### config.mk
export PLATFORM = sky130hd
export DESIGN_NAME = serial_uart_bridge
export DESIGN_NICKNAME = d
export VERILOG_FILES = /design/src/rtl/serial_uart_pkg.sv /design/src/rtl/serial_uart_bridge_byte_fifo.sv /design/src/rtl/serial_uart_bridge.sv
export SDC_FILE = /design/constraint.sdc
export NUM_CORES = 1
export LEC_CHECK = 0
export CAP_MARGIN = 20
export CORE_MARGIN = 2
export CORE_UTILIZATION = 55
export CTS_BUF_LIST = sky130_fd_sc_hd__clkbuf_2 sky130_fd_sc_hd__clkbuf_4 sky130_fd_sc_hd__clkbuf_8
export CTS_CLUSTER_SIZE = 20
export DETAILED_ROUTE_END_ITERATION = 16
export MAX_ROUTING_LAYER = met4
export PLACE_DENSITY_LB_ADDON = 0.15
export SLEW_MARGIN = 20
export SYNTH_ARGS = -nofsm -noshare
export SYNTH_HDL_FRONTEND = slang
export SYNTH_SLANG_ARGS = --single-unit
### constraint.sdc
create_clock -name clock -period 5.1 [get_ports clock]
set_clock_uncertainty 0.05 [all_clocks]
set_input_delay 1.53 -clock clock [delete_from_list [all_inputs] [get_ports clock]]
set_output_delay 1.53 -clock clock [all_outputs]
set_load 0.05 [all_outputs]
### src/rtl/serial_uart_pkg.sv
// Shared types and constants for the serial_uart_bridge slice.
// State encodings, data-width constants and counter-width helper.
package serial_uart_pkg;

  localparam int UART_DATA_BITS = 8;
  localparam int BIT_CNT_W      = $clog2(UART_DATA_BITS);

  typedef enum logic [1:0] {
    ST_IDLE  = 2'd0,
    ST_START = 2'd1,
    ST_DATA  = 2'd2,
    ST_STOP  = 2'd3
  } uart_state_e;

  // Width needed to count 0 .. clks_per_bit-1
  function automatic int clk_cnt_width(input int clks_per_bit);
    return (clks_per_bit < 2) ? 1 : $clog2(clks_per_bit);
  endfunction

endpackage

### src/rtl/serial_uart_bridge_byte_fifo.sv
// First-word fall-through byte FIFO used for both UART directions.
// A push into a full FIFO is accepted when a pop happens that same cycle.
module byte_fifo #(
  parameter int DEPTH = 4,
  parameter int WIDTH = 8
) (
  input  logic             clock,
  input  logic             reset,
  input  logic             push,
  input  logic             pop,
  input  logic [WIDTH-1:0] din,
  output logic [WIDTH-1:0] dout,
  output logic             empty,
  output logic             full
);

  localparam int PTR_W = (DEPTH < 2) ? 1 : $clog2(DEPTH);
  localparam int CNT_W = PTR_W + 1;

  logic [WIDTH-1:0] mem_q [DEPTH];
  logic [WIDTH-1:0] mem_d [DEPTH];
  logic [PTR_W-1:0] wr_ptr_q, wr_ptr_d;
  logic [PTR_W-1:0] rd_ptr_q, rd_ptr_d;
  logic [CNT_W-1:0] count_q, count_d;
  logic             push_ok;
  logic             pop_ok;

  assign empty = (count_q == '0);
  assign full  = (count_q == CNT_W'(DEPTH));
  assign dout  = mem_q[rd_ptr_q];

  always_comb begin
    pop_ok   = pop && !empty;
    push_ok  = push && (!full || pop_ok);
    mem_d    = mem_q;
    wr_ptr_d = wr_ptr_q;
    rd_ptr_d = rd_ptr_q;
    count_d  = count_q;
    if (push_ok) begin
      mem_d[wr_ptr_q] = din;
      wr_ptr_d        = wr_ptr_q + 1'b1;
    end
    if (pop_ok) begin
      rd_ptr_d = rd_ptr_q + 1'b1;
    end
    case ({push_ok, pop_ok})
      2'b10:   count_d = count_q + 1'b1;
      2'b01:   count_d = count_q - 1'b1;
      default: count_d = count_q;
    endcase
  end

  always_ff @(posedge clock or posedge reset) begin
    if (reset) begin
      for (int i = 0; i < DEPTH; i++) begin
        mem_q[i] <= '0;
      end
      wr_ptr_q <= '0;
      rd_ptr_q <= '0;
      count_q  <= '0;
    end else begin
      mem_q    <= mem_d;
      wr_ptr_q <= wr_ptr_d;
      rd_ptr_q <= rd_ptr_d;
      count_q  <= count_d;
    end
  end

endmodule

### src/rtl/serial_uart_bridge.sv
// Processor serial-port to 8N1 UART bridge with TX and RX byte FIFOs.
// TX and RX state machines live here; FIFOs are byte_fifo instances.
module serial_uart_bridge
  import serial_uart_pkg::*;
#(
  parameter int CLKS_PER_BIT = 434,
  parameter int FIFO_DEPTH   = 4
) (
  input  logic       clock,
  input  logic       reset,
  input  logic [7:0] tx_data_in,
  input  logic       tx_wren_in,
  output logic       tx_ready_out,
  input  logic       rx_rden_in,
  output logic [7:0] rx_data_out,
  output logic       rx_valid_out,
  output logic       rx_overrun_out,
  output logic       rx_frame_err_out,
  output logic       uart_txd_out,
  input  logic       uart_rxd_in
);

  localparam int CNT_W = clk_cnt_width(CLKS_PER_BIT);
  localparam logic [CNT_W-1:0] CNT_LAST = CNT_W'(CLKS_PER_BIT - 1);
  localparam logic [CNT_W-1:0] CNT_HALF = CNT_W'(CLKS_PER_BIT / 2 - 1);
  localparam logic [BIT_CNT_W-1:0] BIT_LAST = BIT_CNT_W'(UART_DATA_BITS - 1);

  logic [UART_DATA_BITS-1:0] tx_head;
  logic [UART_DATA_BITS-1:0] rx_head;
  logic tx_empty, tx_full, tx_pop;
  logic rx_empty, rx_full, rx_push;

  uart_state_e               tx_state_q, tx_state_d;
  logic [CNT_W-1:0]          tx_cnt_q, tx_cnt_d;
  logic [BIT_CNT_W-1:0]      tx_bit_q, tx_bit_d;
  logic [UART_DATA_BITS-1:0] tx_shift_q, tx_shift_d;
  logic                      txd_q, txd_d;
  logic                      tx_tick;

  uart_state_e               rx_state_q, rx_state_d;
  logic [CNT_W-1:0]          rx_cnt_q, rx_cnt_d;
  logic [BIT_CNT_W-1:0]      rx_bit_q, rx_bit_d;
  logic [UART_DATA_BITS-1:0] rx_shift_q, rx_shift_d;
  logic                      rx_sync1_q, rx_sync1_d;
  logic                      rx_sync2_q, rx_sync2_d;
  logic                      rx_prev_q, rx_prev_d;
  logic                      overrun_q, overrun_d;
  logic                      frame_err_q, frame_err_d;
  logic                      rx_tick;
  logic                      rx_tick_half;

  byte_fifo #(
    .DEPTH (FIFO_DEPTH),
    .WIDTH (UART_DATA_BITS)
  ) u_tx_fifo (
    .clock (clock),
    .reset (reset),
    .push  (tx_wren_in),
    .pop   (tx_pop),
    .din   (tx_data_in),
    .dout  (tx_head),
    .empty (tx_empty),
    .full  (tx_full)
  );

  byte_fifo #(
    .DEPTH (FIFO_DEPTH),
    .WIDTH (UART_DATA_BITS)
  ) u_rx_fifo (
    .clock (clock),
    .reset (reset),
    .push  (rx_push),
    .pop   (rx_rden_in),
    .din   (rx_shift_q),
    .dout  (rx_head),
    .empty (rx_empty),
    .full  (rx_full)
  );

  assign tx_ready_out     = !tx_full;
  assign rx_valid_out     = !rx_empty;
  assign rx_data_out      = rx_head;
  assign rx_overrun_out   = overrun_q;
  assign rx_frame_err_out = frame_err_q;
  assign uart_txd_out     = txd_q;

  always_comb begin
    tx_state_d = tx_state_q;
    tx_cnt_d   = tx_cnt_q;
    tx_bit_d   = tx_bit_q;
    tx_shift_d = tx_shift_q;
    txd_d      = txd_q;
    tx_pop     = 1'b0;
    tx_tick    = (tx_cnt_q == CNT_LAST);
    case (tx_state_q)
      ST_IDLE: begin
        txd_d = 1'b1;
        if (!tx_empty) begin
          tx_pop     = 1'b1;
          tx_shift_d = tx_head;
          tx_cnt_d   = '0;
          txd_d      = 1'b0;
          tx_state_d = ST_START;
        end
      end
      ST_START: begin
        if (tx_tick) begin
          tx_cnt_d   = '0;
          tx_bit_d   = '0;
          txd_d      = tx_shift_q[0];
          tx_state_d = ST_DATA;
        end else begin
          tx_cnt_d = tx_cnt_q + 1'b1;
        end
      end
      ST_DATA: begin
        if (tx_tick) begin
          tx_cnt_d = '0;
          if (tx_bit_q == BIT_LAST) begin
            txd_d      = 1'b1;
            tx_state_d = ST_STOP;
          end else begin
            tx_bit_d   = tx_bit_q + 1'b1;
            tx_shift_d = {1'b0, tx_shift_q[UART_DATA_BITS-1:1]};
            txd_d      = tx_shift_q[1];
          end
        end else begin
          tx_cnt_d = tx_cnt_q + 1'b1;
        end
      end
      ST_STOP: begin
        if (tx_tick) begin
          tx_cnt_d = '0;
          // Chain straight into the next start bit when more data waits
          if (!tx_empty) begin
            tx_pop     = 1'b1;
            tx_shift_d = tx_head;
            txd_d      = 1'b0;
            tx_state_d = ST_START;
          end else begin
            tx_state_d = ST_IDLE;
          end
        end else begin
          tx_cnt_d = tx_cnt_q + 1'b1;
        end
      end
      default: tx_state_d = ST_IDLE;
    endcase
  end

  always_comb begin
    rx_sync1_d   = uart_rxd_in;
    rx_sync2_d   = rx_sync1_q;
    rx_prev_d    = rx_sync2_q;
    rx_state_d   = rx_state_q;
    rx_cnt_d     = rx_cnt_q;
    rx_bit_d     = rx_bit_q;
    rx_shift_d   = rx_shift_q;
    overrun_d    = overrun_q;
    frame_err_d  = frame_err_q;
    rx_push      = 1'b0;
    rx_tick      = (rx_cnt_q == CNT_LAST);
    rx_tick_half = (rx_cnt_q == CNT_HALF);
    case (rx_state_q)
      ST_IDLE: begin
        if (rx_prev_q && !rx_sync2_q) begin
          rx_cnt_d   = '0;
          rx_state_d = ST_START;
        end
      end
      ST_START: begin
        if (rx_tick_half) begin
          rx_cnt_d   = '0;
          rx_bit_d   = '0;
          rx_state_d = rx_sync2_q ? ST_IDLE : ST_DATA;
        end else begin
          rx_cnt_d = rx_cnt_q + 1'b1;
        end
      end
      ST_DATA: begin
        if (rx_tick) begin
          rx_cnt_d   = '0;
          rx_shift_d = {rx_sync2_q, rx_shift_q[UART_DATA_BITS-1:1]};
          if (rx_bit_q == BIT_LAST) begin
            rx_state_d = ST_STOP;
          end else begin
            rx_bit_d = rx_bit_q + 1'b1;
          end
        end else begin
          rx_cnt_d = rx_cnt_q + 1'b1;
        end
      end
      ST_STOP: begin
        if (rx_tick) begin
          // Leave mid stop bit so the next start edge is never missed
          rx_cnt_d   = '0;
          rx_state_d = ST_IDLE;
          if (!rx_sync2_q) begin
            frame_err_d = 1'b1;
          end else if (rx_full && !rx_rden_in) begin
            overrun_d = 1'b1;
          end else begin
            rx_push = 1'b1;
          end
        end else begin
          rx_cnt_d = rx_cnt_q + 1'b1;
        end
      end
      default: rx_state_d = ST_IDLE;
    endcase
  end

  always_ff @(posedge clock or posedge reset) begin
    if (reset) begin
      tx_state_q <= ST_IDLE;
      tx_cnt_q   <= '0;
      tx_bit_q   <= '0;
      tx_shift_q <= '0;
      txd_q      <= 1'b1;
    end else begin
      tx_state_q <= tx_state_d;
      tx_cnt_q   <= tx_cnt_d;
      tx_bit_q   <= tx_bit_d;
      tx_shift_q <= tx_shift_d;
      txd_q      <= txd_d;
    end
  end

  always_ff @(posedge clock or posedge reset) begin
    if (reset) begin
      rx_sync1_q  <= 1'b1;
      rx_sync2_q  <= 1'b1;
      rx_prev_q   <= 1'b1;
      rx_state_q  <= ST_IDLE;
      rx_cnt_q    <= '0;
      rx_bit_q    <= '0;
      rx_shift_q  <= '0;
      overrun_q   <= 1'b0;
      frame_err_q <= 1'b0;
    end else begin
      rx_sync1_q  <= rx_sync1_d;
      rx_sync2_q  <= rx_sync2_d;
      rx_prev_q   <= rx_prev_d;
      rx_state_q  <= rx_state_d;
      rx_cnt_q    <= rx_cnt_d;
      rx_bit_q    <= rx_bit_d;
      rx_shift_q  <= rx_shift_d;
      overrun_q   <= overrun_d;
      frame_err_q <= frame_err_d;
    end
  end

endmodule
# Yosys cells after proc, flatten, opt, wreduce, memory -nomap -nowiden
# Index checks and enable logic that the tools add are counted.
dict set report word_totals {
  reg_bits 128
  in_bits 13
  output_inout_bits 13
  word_cells 179
}
dict set report classes {
  n_addsub 12
  n_lt_le_gt_ge 6
  n_eq_ne 30
  n_mux 62
  n_bitwise 5
  reduce_logical 36
}
# operator n
set op_table {}
lappend op_table {{8-bit two-way mux} 10}
lappend op_table {{32-bit bitwise mux} 2}
lappend op_table {{9-bit two-way mux} 5}
lappend op_table {{8-bit binary-select mux with 2-bit select} 2}
lappend op_table {{8-bit demux with 2-bit select} 2}
lappend op_table {{9-bit case mux with 3 select lines} 1}
lappend op_table {{2-bit != test, second input constant} 13}
lappend op_table {{3-bit case mux with 2 select lines} 4}
lappend op_table {{8-bit case mux with 3 select lines} 1}
lappend op_table {{2-bit two-way mux} 11}
lappend op_table {{4-bit AND reduction} 5}
lappend op_table {{9-bit by 1-bit adder with 9-bit output, second input constant} 2}
lappend op_table {{9-bit == test, second input constant} 2}
lappend op_table {{3-bit two-way mux} 6}
lappend op_table {{9-bit case mux with 2 select lines} 1}
lappend op_table {{2-bit case mux with 4 select lines} 2}
lappend op_table {{1-bit two-way mux} 13}
lappend op_table {{3-bit by 1-bit adder with 3-bit output, second input constant} 4}
lappend op_table {{2-bit == test, second input constant} 6}
lappend op_table {{3-bit == test, second input constant} 4}
lappend op_table {{3-bit greater-or-equal comparator, second input constant} 4}
lappend op_table {{2-bit inverter with 3-bit output} 4}
lappend op_table {{5-bit AND reduction} 2}
lappend op_table {{9-bit by 8-bit == test with 1-bit output, second input constant} 1}
lappend op_table {{other kinds (18)} 44}

# Longest topological paths before layout
dict set report logic_depth {
  ltp_word 9
  ltp_mapped 11
  ltp_nobuf 11
}

# Cells and area by module
# From an unflattened synthesis, not the netlist that was laid out.
dict set report hier_totals {
  cells_unflattened 494
  area_unflattened_um2 6377.4
}
# mod instances cells_each area_per_inst_um2 seq_area_each_um2
set by_module_without_submodules {}
lappend by_module_without_submodules {byte_fifo 2 116 1805.5 975.9}
lappend by_module_without_submodules {serial_uart_bridge 1 262 2766.4 1256.2}

# Worst setup path before layout
# No wires, ideal clock.
dict set report synth_timing {
  path_kind {in2reg}
  startpoint {input rx_rden_in}
  endpoint {register u_rx_fifo.count_q[2]}
  setup_time_ps 79
  arrival_time_ps 3106
  path_slack_ps 1865
  path_stages 10
  path_cell_list {nor4b_1 > nand2b_1 > nor3_1 > inv_1 > ha_1 > inv_1 > fa_1 > xor2_1 > nor2_1 > xor2_1}
}
dict set report synth_between {
  elab_chain_len 9
  word_cells_on_any_way 13
}
# element line
set synth_lines {}
lappend synth_lines {{start: declaration} serial_uart_bridge.sv:14} ;# input logic rx_rden_in,
lappend synth_lines {{1-bit zero test} serial_uart_bridge.sv:200} ;# end else if (rx_full && !rx_rden_in) begin
lappend synth_lines {{1-bit logical AND} serial_uart_bridge.sv:200}
lappend synth_lines {{1-bit two-way mux} serial_uart_bridge.sv:200}
lappend synth_lines {{1-bit two-way mux} serial_uart_bridge.sv:198} ;# if (!rx_sync2_q) begin
lappend synth_lines {{1-bit two-way mux} serial_uart_bridge.sv:194} ;# if (rx_tick) begin
lappend synth_lines {{1-bit two-way mux} serial_uart_bridge.sv:164} ;# case (rx_state_q)
lappend synth_lines {{1-bit logical AND} serial_uart_bridge_byte_fifo.sv:34} ;# push_ok = push && (!full || pop_ok);
lappend synth_lines {{2-bit by 1-bit == test with 1-bit output or 2-bit == test (tied branches)} serial_uart_bridge_byte_fifo.sv:46} ;# case ({push_ok, pop_ok})
lappend synth_lines {{3-bit case mux with 2 select lines or 2-bit nonzero test (tied branches)} --}
lappend synth_lines {{end signal: assignment} serial_uart_bridge_byte_fifo.sv:65} ;# count_q <= count_d;
lappend synth_lines {{end: declaration} serial_uart_bridge_byte_fifo.sv:24} ;# logic [CNT_W-1:0] count_q, count_d;
# Several ways; a longest one is shown, not always the timed one.
# A chain may end at the register's enable or synchronous reset.

# Worst setup path after layout
dict set report layout_timing {
  startpoint {register u_rx_fifo.rd_ptr_q[0]}
  endpoint {output rx_data_out[6]}
}
dict set report layout_between {
  elab_chain_len 4
}
# element line
set layout_lines {}
lappend layout_lines {{start: declaration} serial_uart_bridge_byte_fifo.sv:23} ;# logic [PTR_W-1:0] rd_ptr_q, rd_ptr_d;
lappend layout_lines {{start signal: assignment} serial_uart_bridge_byte_fifo.sv:64} ;# rd_ptr_q <= rd_ptr_d;
lappend layout_lines {{2-bit inverter with 3-bit output (implied by the code)} serial_uart_bridge_byte_fifo.sv:30} ;# assign dout = mem_q[rd_ptr_q];
lappend layout_lines {{8-bit binary-select mux with 2-bit select} serial_uart_bridge_byte_fifo.sv:30}
lappend layout_lines {{8-bit two-way mux (implied by the code) (2 in a row)} serial_uart_bridge_byte_fifo.sv:30}
lappend layout_lines {{end: declaration} serial_uart_bridge.sv:15} ;# output logic [7:0] rx_data_out,
# No other way between the ends. The select of a mux whose other input is x is not followed.

==> results.tsv <==
stage	metric	value	unit
power_and_ir_drop	power density relative to cell area	509	nW/um^2
sta	setup repair after global routing missed its margin	no	
final_layout	number of nets in the final layout	547	
worst_setup_path	number of cells on the worst reg-to-reg path	7	
routing	DR pass1 iterations	4	
routing	via count	3693	
clock_tree	clock slew seen by the registers of the worst setup and hold paths	0.07	ns
sta	Final Setup Violations	0	
global_route	global-route wire length before repair	18200	um
clock_tree	source-to-sink clock delay at the later pin of the worst-skew pair	0.43	ns
logic_synthesis	number of synthesis warnings	0	
logic_synthesis	Yosys top cell area share	50.2	%
logic_synthesis	sequential element share of the synthesized area	51.9	%
sta	Fin. Hold Viols	0	
clock_tree	cts-stage hold buffer count	0	
global_route	pin count of the biggest net entering global routing	68	
worst_hold_path	number of cells on the worst hold path	0	
worst_setup_path	endpoint of the worst-slack reg-to-reg timing path	u_tx_fifo.count_q[2]	
routing	initial detailed-routing violation count	189	
clock_tree	Inserted Clock Buffers	17	
worst_setup_path	Critical Path Start Type	flip-flop	
logic_synthesis	Synthesized Nets	519	
final_layout	number of filler instances in the final layout	828	
clock_tree	Post-CTS Setup Repair Bufs	0	
floorplan	floorplan die width	110	um
final_layout	synth-to-layout area growth	12.7	%
sta	setup total negative slack	0	ns
logic_synthesis	main area contributors after synthesis	dfrtp_1 (50%), mux2_2 (14%), mux4_2 (5.8%), ha_1 (4.7%), o21ai_0 (2.2%)	
worst_setup_path	minimum setup slack among reg-to-reg paths	2.62	ns
routing	vias per std cell	5.58	
floorplan	number of top-level design ports	26	
global_route	vias in the first global route	3792	
sta	number of pins exceeding their max-slew limit in the final report	0	
routing	wire per inst	15.8	um
final_layout	number of non-filler instances in the completed layout	662	
global_route	residual overflow from global routing	0	
global_route	total global routing track utilization	20.7	%
floorplan	initial core utilization	56.7	%
logic_synthesis	FF+latch count, synth	128	
clock_tree	post-cts resize count	0	
logic_synthesis	number of library cell types mapped by synthesis	53	
final_layout	ratio of cells with drive above 1 in the final layout	27.8	%
worst_hold_path	path class of the lowest-slack min-delay path	reg -> reg	
clock_tree	clock tree from TritonCTS	done	
logic_synthesis	prevailing post-synth register cell	dfrtp_1	
worst_setup_path	worst-path maximum fanout	10	
worst_hold_path	Hold Crit Endpoint	rx_prev_d	
sta	final critical-path share of the clock period	80.1	%
clock_tree	Max Root-Sink Buffers	2	
placement	I/O Buffers	25	
worst_setup_path	longest individual stage delay on the worst path	0.74	ns
power_and_ir_drop	final total power	3.55	mW
logic_synthesis	post-synthesis instance area	6180	um^2
routing	Detail Route Antenna Nets	0	
worst_setup_path	launching instance or port of the critical path	u_rx_fifo.rd_ptr_q[0]	
placement	post-placement cell count	630	
clock_tree	clock tree sinks	128	
worst_setup_path	Crit. End Element	output port	
placement	weighted congestion at the end of routability-driven global placement	0.804	
placement	estimated wirelength of the detail-placed design	6970	um
routing	Post-route DRC	0	
logic_synthesis	library cell with the largest summed area after synthesis	dfrtp_1	
worst_setup_path	reg-to-reg startpoint	tx_state_q[0]	
clock_tree	clock root buffer	clkbuf_8	
floorplan	area inside the core boundary	10900	um^2
global_route	initial antenna violation count	0	
final_layout	count of inserted antenna diode cells	0	
logic_synthesis	count of flip-flops with a built-in enable after synthesis	0	
sta	measured slew at the worst slew-check pin	0.815	ns
sta	post-route minimum period	4.08	ns
logic_synthesis	proportion of register bits with asynchronous set or reset after synthesis	100	%
floorplan	Chip Height	110	um
floorplan	overall die area	12100	um^2
logic_synthesis	instance count of the mapped netlist	481	
clock_tree	H-Tree Depth	4	
sta	timing-limited maximum frequency	245	MHz
worst_setup_path	data arrival time of the critical path	2.50	ns
routing	DRT Wirelength	10500	um
sta	Slew headroom	45.6	%
worst_hold_path	startpoint of the tightest hold check path	rx_sync1_q	
power_and_ir_drop	static power due to leakage	3.15	nW
worst_setup_path	Slowest-stage cell, CP	dfrtp_1	
flow_run	max-cap violations	0	
logic_synthesis	Avg Synthesized Cell Area	12.8	um^2
outcome	result of the run	finished clean	
worst_setup_path	ordered cell list for the critical path	mux4_2 -> clkdlybuf4s50_1	
worst_setup_path	Req. time, crit path	3.52	ns
power_and_ir_drop	VDD IR max	0.291	mV
worst_setup_path	startpoint-to-endpoint class of the critical path	reg -> out	
floorplan	Cell Rows	38	
[power by group]
group / total (mW) / switching [mW] / internal, mW
Clock: 0.918 / 0.381 / 0.537
Combinational: 1.11 / 0.535 / 0.574
Sequential: 1.52 / 0.240 / 1.28
Total: 3.55 / 1.16 / 2.39
[Yosys cell counts, types with 3 or more instances]
| library cell | number |
|---|---|
| o21ai_0 | 27 |
| buf_2 | 3 |
| nand3_1 | 8 |
| xor2_1 | 7 |
| ha_1 | 23 |
| nor2_1 | 26 |
| nand2_1 | 31 |
| and2_1 | 7 |
| mux2_2 | 76 |
| a21o_1 | 7 |
| a22o_1 | 6 |
| a21oi_1 | 12 |
| dfrtp_1 | 124 |
| buf_4 | 6 |
| inv_1 | 20 |
| mux4_2 | 16 |
| clkbuf_1 | 7 |
| a31oi_1 | 3 |
| dfstp_2 | 4 |
| nor3_1 | 6 |
| mux2i_1 | 11 |
| nand3_2 | 4 |
| xnor2_1 | 9 |
[cell type report]
type	instances	area (um^2)	area share (%)
flip-flops and latches	128	3210	46.1
well taps	140	175	2.52
clock inverters	10	133	1.90
inverters	20	77.6	1.11
multi-input cells	316	2800	40.3
repair buffers	26	270	3.88
clock buffers	22	297	4.26
[logic make-up after synthesis]
kind of cell	after synthesis	synth area share [%]
DFF	128	51.9
and+or+nand+nor	104	9.20
muxes	103	21.5
AOI/OAI and AO/OA	68	7.15
buffers and inverters	37	2.67
adders and majority gates	25	5.31
xor gates and xnor gates	16	2.27
[per-stage QoR]
stage,hold slack (ns),setup slack [ns],instance area [um^2],utilization (%)
2_1_floorplan,0.295,0.114,6180,-
3_3_place_gp,0.299,1.36,6540,60.0
3_5_place_dp,0.299,1.30,6540,60.0
4_1_cts,0.309,0.951,6960,64.0
5_1_grt,0.315,0.845,6960,64.0
6_report,0.308,1.02,6960,64.0
[worst max-delay path, delay by kind of cell, from the launching register on]
kind     cells  cell delay, ns
mux          1            0.61
flops        1            0.74
buf+inv      1            0.72
[worst max path at each step]
stage | end | slack [ns] | cells after the start
6_report | rx_data_out[6] | 1.02 | 2
5_1_grt | rx_data_out[6] | 0.84 | 2
4_1_cts | rx_data_out[6] | 0.95 | 2
3_5_place_dp | u_rx_fifo.count_q[2] | 1.30 | 11
3_3_place_gp | u_rx_fifo.count_q[2] | 1.36 | 11
2_1_floorplan | asynchronous set/reset pin | 0.11 | 1
[sequential cells by signal (all words and copies together) (netlist names), 2 cells and up, named ones only]
signal	cells
u_rx_fifo.mem_q	32
u_tx_fifo.mem_q	32
rx_cnt_q	9
tx_cnt_q	9
rx_shift_q	8
tx_shift_q	8
rx_bit_q	3
tx_bit_q	3
u_rx_fifo.count_q	3
u_tx_fifo.count_q	3
tx_state_q	2
u_rx_fifo.rd_ptr_q	2
u_rx_fifo.wr_ptr_q	2
u_tx_fifo.rd_ptr_q	2
u_tx_fifo.wr_ptr_q	2
[cells in the final DEF (no fill, tap or decap), types with 3 or more instances in the layout]
master,instances
nand3_1,8
nor2_1,26
inv_1,19
mux4_2,16
bufinv_16,3
nand3_2,4
clkinvlp_4,3
dfrtp_1,124
a21o_1,7
a21oi_1,12
mux2i_1,11
clkinv_2,4
ha_1,23
nand2_1,31
a31oi_1,3
mux2_2,76
clkbuf_8,21
a22o_1,6
o21ai_0,27
xor2_1,7
and2_1,7
dfstp_2,4
clkdlybuf4s50_1,25
xnor2_1,9
nor3_1,6
[metal layers]
metal  part of all wire, %  GRT usage, %  up-vias  wire length, um
met5                     0             -        -                0
met4                  0.94          6.87        0               99
met3                   2.8          6.88        7              297
met2                    47          30.2       39             4950
met1                    49          27.6     1873             5130
li1                      -             -     1774                -
(Power assumes the default switching activity.)
